## src/rtl/alu_issue_pkg.sv

```systemverilog
// rtl/alu_issue_pkg.sv - shared types and constants for the ALU issue/writeback stage
// Contents: ALUOp encodings, 16-bit instruction field positions, FSM state enum,
// decoded-instruction struct and its decode helper.
package alu_issue_pkg;

  localparam logic [2:0] OP_MOV     = 3'b000;
  localparam logic [2:0] OP_NOT     = 3'b001;
  localparam logic [2:0] OP_ADD     = 3'b010;
  localparam logic [2:0] OP_SUB     = 3'b011;
  localparam logic [2:0] OP_OR      = 3'b100;
  localparam logic [2:0] OP_AND     = 3'b101;
  localparam logic [2:0] OP_SLT     = 3'b110;
  localparam logic [2:0] OP_ILLEGAL = 3'b111;

  // Instruction layout: [15:13] op, [12:10] rd, [9:7] rs, [6:4] rt, [3] cin, [2:0] reserved
  localparam int OP_LSB  = 13;
  localparam int RD_LSB  = 10;
  localparam int RS_LSB  = 7;
  localparam int RT_LSB  = 4;
  localparam int CIN_BIT = 3;

  typedef enum logic [1:0] {
    IDLE = 2'd0,
    EXEC = 2'd1,
    WB   = 2'd2
  } state_e;

  typedef struct packed {
    logic [2:0] op;
    logic [2:0] rd;
    logic [2:0] rs;
    logic [2:0] rt;
    logic       cin;
  } instr_t;

  // Takes only the meaningful bits [15:3]; the reserved low bits never reach decode.
  function automatic instr_t decode_instr(input logic [15:3] bits);
    instr_t d;
    d.op  = bits[OP_LSB+2 -: 3];
    d.rd  = bits[RD_LSB+2 -: 3];
    d.rs  = bits[RS_LSB+2 -: 3];
    d.rt  = bits[RT_LSB+2 -: 3];
    d.cin = bits[CIN_BIT];
    return d;
  endfunction

endpackage

```

## src/rtl/alu_issue_stage_regfile.sv

```systemverilog
// rtl/alu_issue_stage_regfile.sv - NREGS x WIDTH register file, r0 hardwired to zero
// Ports: clk, rst_n (sync active-low clear of every entry),
//        rd_addr_a/rd_data_a, rd_addr_b/rd_data_b (combinational reads),
//        wr_en/wr_addr/wr_data (synchronous write; writes to r0 are discarded).
module alu_regfile #(
  parameter int WIDTH = 32,
  parameter int NREGS = 8,
  localparam int AW   = $clog2(NREGS)
) (
  input  logic             clk,
  input  logic             rst_n,
  input  logic [AW-1:0]    rd_addr_a,
  output logic [WIDTH-1:0] rd_data_a,
  input  logic [AW-1:0]    rd_addr_b,
  output logic [WIDTH-1:0] rd_data_b,
  input  logic             wr_en,
  input  logic [AW-1:0]    wr_addr,
  input  logic [WIDTH-1:0] wr_data
);

  logic [WIDTH-1:0] regs_q [NREGS];
  logic [WIDTH-1:0] regs_d [NREGS];

  always_comb begin
    regs_d = regs_q;
    if (wr_en) begin
      regs_d[wr_addr] = wr_data;
    end
    regs_d[0] = '0;  // r0 never holds anything but zero
  end

  always_ff @(posedge clk) begin
    if (!rst_n) begin
      for (int i = 0; i < NREGS; i++) begin
        regs_q[i] <= '0;
      end
    end else begin
      regs_q <= regs_d;
    end
  end

  assign rd_data_a = (rd_addr_a == '0) ? '0 : regs_q[rd_addr_a];
  assign rd_data_b = (rd_addr_b == '0) ? '0 : regs_q[rd_addr_b];

endmodule

```

## src/rtl/alu_issue_stage.sv

```systemverilog
// rtl/alu_issue_stage.sv - issue/writeback stage in front of the combinational 7-op ALU
// Ports: clk, rst_n (sync active-low); instr_valid/instr_ready/instr (16-bit instruction);
//        alu_r2/alu_r3/alu_op/alu_cin to the ALU, alu_r1 back from it;
//        wb_valid/wb_addr/wb_data writeback pulse; illegal_op pulse for dropped op 3'b111.
// Optional: define ALU_ISSUE_ZERO_FLAG_EN to add zero_flag (result==0, updated in WB).
module alu_issue_stage
  import alu_issue_pkg::*;
#(
  parameter int WIDTH = 32,
  parameter int NREGS = 8
) (
  input  logic             clk,
  input  logic             rst_n,
  input  logic             instr_valid,
  output logic             instr_ready,
  input  logic [15:0]      instr,
  output logic [WIDTH-1:0] alu_r2,
  output logic [WIDTH-1:0] alu_r3,
  output logic [2:0]       alu_op,
  output logic             alu_cin,
  input  logic [WIDTH-1:0] alu_r1,
  output logic             wb_valid,
  output logic [2:0]       wb_addr,
  output logic [WIDTH-1:0] wb_data,
`ifdef ALU_ISSUE_ZERO_FLAG_EN
  output logic             zero_flag,
`endif
  output logic             illegal_op
);

  state_e           state_q, state_d;
  logic [WIDTH-1:0] alu_r2_q, alu_r2_d;
  logic [WIDTH-1:0] alu_r3_q, alu_r3_d;
  logic [2:0]       alu_op_q, alu_op_d;
  logic             alu_cin_q, alu_cin_d;
  logic [2:0]       rd_q, rd_d;
  logic [WIDTH-1:0] result_q, result_d;
  logic             wb_valid_q, wb_valid_d;
  logic             illegal_q, illegal_d;
  logic [WIDTH-1:0] rs_data, rt_data;
  instr_t           dec;
  logic [2:0]       unused_instr_bits;

  assign dec               = decode_instr(instr[15:3]);
  assign unused_instr_bits = instr[2:0];

  alu_regfile #(.WIDTH(WIDTH), .NREGS(NREGS)) u_regfile (
    .clk       (clk),
    .rst_n     (rst_n),
    .rd_addr_a (dec.rs),
    .rd_data_a (rs_data),
    .rd_addr_b (dec.rt),
    .rd_data_b (rt_data),
    .wr_en     (state_q == WB),
    .wr_addr   (rd_q),
    .wr_data   (result_q)
  );

  always_comb begin
    state_d    = state_q;
    alu_r2_d   = alu_r2_q;
    alu_r3_d   = alu_r3_q;
    alu_op_d   = alu_op_q;
    alu_cin_d  = alu_cin_q;
    rd_d       = rd_q;
    result_d   = result_q;
    wb_valid_d = 1'b0;
    illegal_d  = 1'b0;
    case (state_q)
      IDLE: begin
        if (instr_valid) begin
          if (dec.op == OP_ILLEGAL) begin
            // Dropped outright: the ALU-facing registers keep their old contents.
            illegal_d = 1'b1;
          end else begin
            alu_r2_d  = rs_data;
            alu_r3_d  = rt_data;
            alu_op_d  = dec.op;
            alu_cin_d = dec.cin;
            rd_d      = dec.rd;
            state_d   = EXEC;
          end
        end
      end
      EXEC: begin
        result_d   = alu_r1;
        wb_valid_d = 1'b1;  // registered so it is high for exactly the WB cycle
        state_d    = WB;
      end
      WB:      state_d = IDLE;
      default: state_d = IDLE;
    endcase
  end

  always_ff @(posedge clk) begin
    if (!rst_n) begin
      state_q    <= IDLE;
      alu_r2_q   <= '0;
      alu_r3_q   <= '0;
      alu_op_q   <= OP_MOV;
      alu_cin_q  <= 1'b0;
      rd_q       <= '0;
      result_q   <= '0;
      wb_valid_q <= 1'b0;
      illegal_q  <= 1'b0;
    end else begin
      state_q    <= state_d;
      alu_r2_q   <= alu_r2_d;
      alu_r3_q   <= alu_r3_d;
      alu_op_q   <= alu_op_d;
      alu_cin_q  <= alu_cin_d;
      rd_q       <= rd_d;
      result_q   <= result_d;
      wb_valid_q <= wb_valid_d;
      illegal_q  <= illegal_d;
    end
  end

`ifdef ALU_ISSUE_ZERO_FLAG_EN
  logic zero_flag_q, zero_flag_d;

  always_comb begin
    zero_flag_d = zero_flag_q;
    if (state_q == WB) begin
      zero_flag_d = (result_q == '0);
    end
  end

  always_ff @(posedge clk) begin
    if (!rst_n) begin
      zero_flag_q <= 1'b0;
    end else begin
      zero_flag_q <= zero_flag_d;
    end
  end

  assign zero_flag = zero_flag_q;
`endif

  assign instr_ready = (state_q == IDLE);
  assign alu_r2      = alu_r2_q;
  assign alu_r3      = alu_r3_q;
  assign alu_op      = alu_op_q;
  assign alu_cin     = alu_cin_q;
  assign wb_valid    = wb_valid_q;
  assign wb_addr     = rd_q;
  assign wb_data     = result_q;
  assign illegal_op  = illegal_q;

endmodule

```

## config.mk

```make
export PLATFORM = sky130hd
export DESIGN_NAME = alu_issue_stage
export DESIGN_NICKNAME = d
export VERILOG_FILES = /design/src/rtl/alu_issue_pkg.sv /design/src/rtl/alu_issue_stage_regfile.sv /design/src/rtl/alu_issue_stage.sv
export SDC_FILE = /design/constraint.sdc
export NUM_CORES = 1
export LEC_CHECK = 0
export ABC_AREA = 1
export ABC_CLOCK_PERIOD_IN_PS = 2200
export CAP_MARGIN = 30
export CORE_ASPECT_RATIO = 0.75
export CORE_MARGIN = 2
export CORE_UTILIZATION = 52
export DETAILED_ROUTE_END_ITERATION = 12
export DONT_BUFFER_PORTS = 1
export GPL_ROUTABILITY_DRIVEN = 0
export PLACE_DENSITY = 0.72
export SETUP_SLACK_MARGIN = 0.4
export SLEW_MARGIN = 0
export SYNTH_ARGS = -nofsm -noshare
export SYNTH_HDL_FRONTEND = slang
export SYNTH_SLANG_ARGS = --single-unit
```

## constraint.sdc

```tcl
create_clock -name clk -period 2.2 [get_ports clk]
set_clock_uncertainty 0.15 [all_clocks]
set_input_delay 0.44 -clock clk [delete_from_list [all_inputs] [get_ports clk]]
set_output_delay 0.44 -clock clk [all_outputs]
set_load 0.05 [all_outputs]
```

After elaboration in Yosys (flattened, before gate mapping)
Cells that the tools add are included.
{ "word_totals": {"register_bits": 331, "out_inout_bits": 106} }
{ "classes": {"bitwise": 4, "mux": 16, "reduce_logical": 7, "eq_ne": 5, "n_lt_le_gt_ge": 4} }
{ "ops": {"columns": ["op", "n"], "rows": [
  ["bitwise mux 256 bit", 1],
  ["two-way mux 32 bit", 7],
  ["binary-select mux 32 bit (select 3 bit)", 2],
  ["demux 32 bit (select 3 bit)", 1],
  ["greater-or-equal comparator 4 bit, second input constant", 3],
  ["inverter 3 -> 4 bit", 3],
  ["logical NOT 3 bit", 2],
  ["AND reduction 3 bit", 2],
  ["< comparator 4 x 1 -> 1 bit, second input constant", 1],
  ["two-way mux 2 bit", 2],
  ["inequality test 2 bit, second input constant", 2],
  ["one-hot mux 2 bit (2 select lines)", 1],
  ["== test 3 bit, second input constant", 1],
  ["== test 2 x 1 -> 1 bit, second input constant", 1],
  ["== test 2 bit, second input constant", 1],
  ["logical NOT 2 bit", 1],
  ["two-way mux 1 bit", 2],
  ["AND reduction 2 bit", 1],
  ["logical AND 1 bit", 1],
  ["inverter 1 bit", 1]
]} }

Depth between registers and ports, before layout
{ "logic_depth": {"ltp_word": 6, "depth_mapped": 9} }

Modules after synthesis
From an unflattened synthesis, not the netlist that was laid out.
{ "unflattened": {"cells_unflattened": 2842, "hier_area_um2": 17143.9} }
{ "modules_own_cells": {"columns": ["module", "area_each_um2", "seq_area_each_um2", "instances", "cells_per_inst"], "rows": [
  ["alu_regfile", 12826.1, 4484.3, 1, 2228],
  ["alu_issue_stage", 4317.9, 2142.1, 1, 614]
]} }

Worst setup path after synthesis
Ideal clock, no wire load.
{ "synth_path": {"path_type": "reg2reg", "startpoint": "reg rd_q[0], in the netlist wb_addr[0]", "endpoint": "reg u_regfile.regs_q[10] in the netlist's numbering", "stages_incl_launch_ff": 7, "t_arrival_ns": 1.509, "n_path_buf": 1, "synth_period_minus_slack_ns": 1.775, "required_ns": 1.933, "setup_slack_ns": 0.425, "path_cell_list": "dfxtp_1 > inv_1 > nor2_4 > nand3_2 > clkbuf_1 > o21ai_0 > nor2_1"} }
{ "synth_between": {"elab_chain_cells": 6, "word_cells_on_any_way": 7} }
{ "synth_lines": {"columns": ["item", "line_no", "text"], "rows": [
  ["from (decl)", "alu_issue_stage.sv:36", "logic [2:0] rd_q, rd_d;"],
  ["from (signal assigned)", "alu_issue_stage.sv:112", "rd_q <= rd_d;"],
  ["inverter 3 -> 4 bit (implied by the code) (*)", "alu_issue_stage_regfile.sv:27", "regs_d[wr_addr] = wr_data;"],
  ["greater-or-equal comparator 4 bit (implied by the code) or < comparator 4 x 1 -> 1 bit (tied branches)", "alu_issue_stage_regfile.sv:27", null],
  ["logical AND 1 bit (implied by the code)", "alu_issue_stage_regfile.sv:27", null],
  ["two-way mux 32 bit (implied by the code)", "alu_issue_stage_regfile.sv:27", null],
  ["demux 32 bit (select 3 bit) (*)", "alu_issue_stage_regfile.sv:27", null],
  ["bitwise mux 256 bit (*)", "alu_issue_stage_regfile.sv:27", null],
  ["to (signal assigned)", "alu_issue_stage_regfile.sv:38", "regs_q <= regs_d;"],
  ["to (decl)", "alu_issue_stage_regfile.sv:21", "logic [WIDTH-1:0] regs_q [NREGS];"]
]} }
Mark *: on every way between the ends. The rest lies on a longest branch, timed or not.
A chain may end at the register's enable or synchronous reset.

Worst setup path after layout
{ "layout_path": {"startpoint": "reg state_q[0]", "endpoint": "reg rd_q[1], in the netlist wb_addr[1]"} }
{ "layout_between": {"elab_chain_cells": 2} }
{ "layout_lines": {"columns": ["item", "line_no", "text"], "rows": [
  ["from (decl)", "alu_issue_stage.sv:31", "state_e state_q, state_d;"],
  ["from (signal assigned)", "alu_issue_stage.sv:107", "state_q <= state_d;"],
  ["logical NOT 2 bit", "alu_issue_stage.sv:69", "case (state_q)"],
  ["AND reduction 3 bit (no line)", null, null]
]} }
No other way between the ends.

==> flow_summary.ini <==
[worst_setup_path]
path_depth = 5
path_cells = nor2_4 > buf_4 > nand3_4 > o21ai_0 > a21oi_1
path_class = flop to flop
reg2regPathDepth = 5
crit_path_max_fanout = 7
crit_path_end_kind = flop
cp_data_arrival_time_ns = 2.07
crit_slowest_cell = o21ai_0
crit_family = compound AO/OA/AOI/OAI gates
required_ns = 2.43
path_buf_inv = 1
crit_path_max_incr_delay_ns = 0.65
cp-start-kind = flop

[global_routing]
grt_max_degree = 266
grt_overflow = 0
antenna_found_initial = 2
gr-usage-all-layers_pct = 33.4
grt_pass1_wl_um = 83100
grt_pass1_vias = 14600

[sta]
fin_crit_ns = 1.84
tightest_slew_ns = 0.757
fin_tns_setup_ns = 0
holdWs_ns = -0.0793
fmax_mhz = 543
setup_viol = 0
slew_viol_final = 0
relSlewSlack_pct = 49.0
hold_viol_final = 24
rsz0062_at_grt = true
period_share_pct = 83.7

[cts]
root_buffer = clkbuf_16
cts_num_sinks = 331
cts_made_buffers = 36
htreeDepth = 2
clock_latency_ns = 0.53
clk_path_buf_depth = 3
clkTransAtPathRegs_ns = 0.06
tritoncts = built

[route]
remaining_drc_errors = 0
routed_wl_um = 54000
ant_nets = 0
initialDrtViolationCount = 2497
wl_per_cell_um = 18.7
vias_per_cell = 5.69
drtPass1Iterations = 6
vias = 16400

[cells_and_area]
fillers = 2830
design_area_sq_um = 17900
layout_commonest_cell = nand2_1
drive_above_1_share_pct = 7.03
nets = 2517
n_antenna_cell = 0
fin_cells = 2887
layout_common_cells = nand2_1 (703), nor2_1 (401), nand3_1 (318), dfxtp_1 (310), o21ai_0 (251)
syn_to_final_growth_pct = 13.0

[placement]
post_dp_cell_area_sq_um = 16300
dp_cells = 2783
portBuffers = 0
dpl.hpwl_um = 32400

[synthesis]
synth_nets = 2548
synth-seq-area-share_pct = 41.8
syn_avg_cell_area_sq_um = 6.34
ys_seq_elements = 331
syn_inst = 2497
syn_area_sq_um = 15800
synthDistinctLibCells = 22
ys_warn_count = 0

[pwr]
power_leakage_nw = 7.60
p_seq_share_pct = 47.4
switching_share_pct = 27.8
combinationalPowerShare_pct = 10.3
p_clk_share_pct = 42.3
powerDensity_nw_per_um2 = 781
peakVddDrop_mv = 0.584
p_int_mw = 10.1
switchingPower_mw = 3.88

[run_status]
status = complete, but fails checks
violations = hold timing

[min_path]
hold_class = input port to flop
min_delay_path_depth = 2

[floorplan]
die_y_um = 155
pin_count = 157
row_count = 55
die_x_um = 205
core_sq_um = 30100
die_area_sq_um = 31900
initial_core_util_pct = 52.7

[run]
drv_cap = 0
[layout make-up]
class                   count  area, sq um  share of cell area [%]
inverters                 147          568                    3.17
clock buffers              55         1070                    6.00
multi-input cells        1833         7860                    43.9
flip-flops and latches    331         6660                    37.2
repair buffers            117         1190                    6.63
well taps                 399          499                    2.79
clock inverters             5         50.0                   0.280
[logic make-up (layout without fill, tap and decap cells)]
| kind of cell | after synthesis | in the layout | share of synthesized area (%) |
|---|---|---|---|
| compound gates | 398 | 398 | 12.6 |
| buf+inv | 333 | 324 | 8.64 |
| flops | 331 | 331 | 41.8 |
| simple gates | 1435 | 1435 | 36.9 |
[Yosys cell counts (all sizes together)]
library cell | number | area [sq um]
clkbuf | 103 | 387
a21boi | 1 | 7.51
dfxtp | 331 | 6630
nand3 | 321 | 1630
clkinv | 1 | 3.75
a21oi | 132 | 661
nor2 | 406 | 1550
o21ai | 265 | 1330
inv | 146 | 548
buf | 83 | 430
nor3 | 1 | 5.00
nand2 | 707 | 2660
[metrics by stage]
stage	utilization [%]	hold WS (ns)	total power, mW	setup slack, ns
floorplan	-	0.294	7.72	0.425
global placement	54.1	0.307	8.04	0.433
detailed placement	54.1	0.307	8.07	0.421
CTS	59.1	-0.109	14.0	0.373
global route	59.5	-0.0740	14.4	0.356
finish	59.5	-0.0793	14.0	0.358
[what timing repair did]
item	in CTS	in global routing
pin swaps	1	0
endpoints found under the hold margin	267	114
setup buffers	2	0
hold buffers	34	8
resized for setup	18	22
endpoints found under the setup margin	15	134
[state kept, by name, indices dropped and copies added (netlist names)]
name,cells
alu_op,3
wb_addr,3
illegal_op,1
wb_data,32
state_q,2
alu_r2,32
alu_r3,32
wb_valid,1
alu_cin,1
u_regfile.regs_q,224
[final timing paths]
check	startpoint	endpoint	slack (ns)
min reg2reg	u_regfile.regs_q[95]	u_regfile.regs_q[95]	0.32
max reg2reg	state_q[0]	wb_addr[1]	0.36
min	rst_n	u_regfile.regs_q[8]	-0.08
max	state_q[0]	wb_addr[1]	0.36
[power groups by stage]
| stage | combinational [mW] | clock (mW) | sequential [mW] |
|---|---|---|---|
| after floorplan | 0.899 | 0 | 6.82 |
| after global placement | 1.30 | 0 | 6.74 |
| after detailed placement | 1.33 | 0 | 6.74 |
| after CTS | 1.39 | 5.96 | 6.61 |
| after global routing | 1.57 | 6.19 | 6.63 |
| final | 1.44 | 5.91 | 6.62 |
[routing by layer]
layer | track usage [%] | wire length (um) | vias up
li1 | - | - | 7903
met1 | 51.3 | 23400 | 7394
met2 | 45.7 | 21800 | 1021
met3 | 7.92 | 7670 | 103
met4 | 9.63 | 1160 | 4
met5 | 0 | 29 | -
Power figures use the tool's default switching activity.
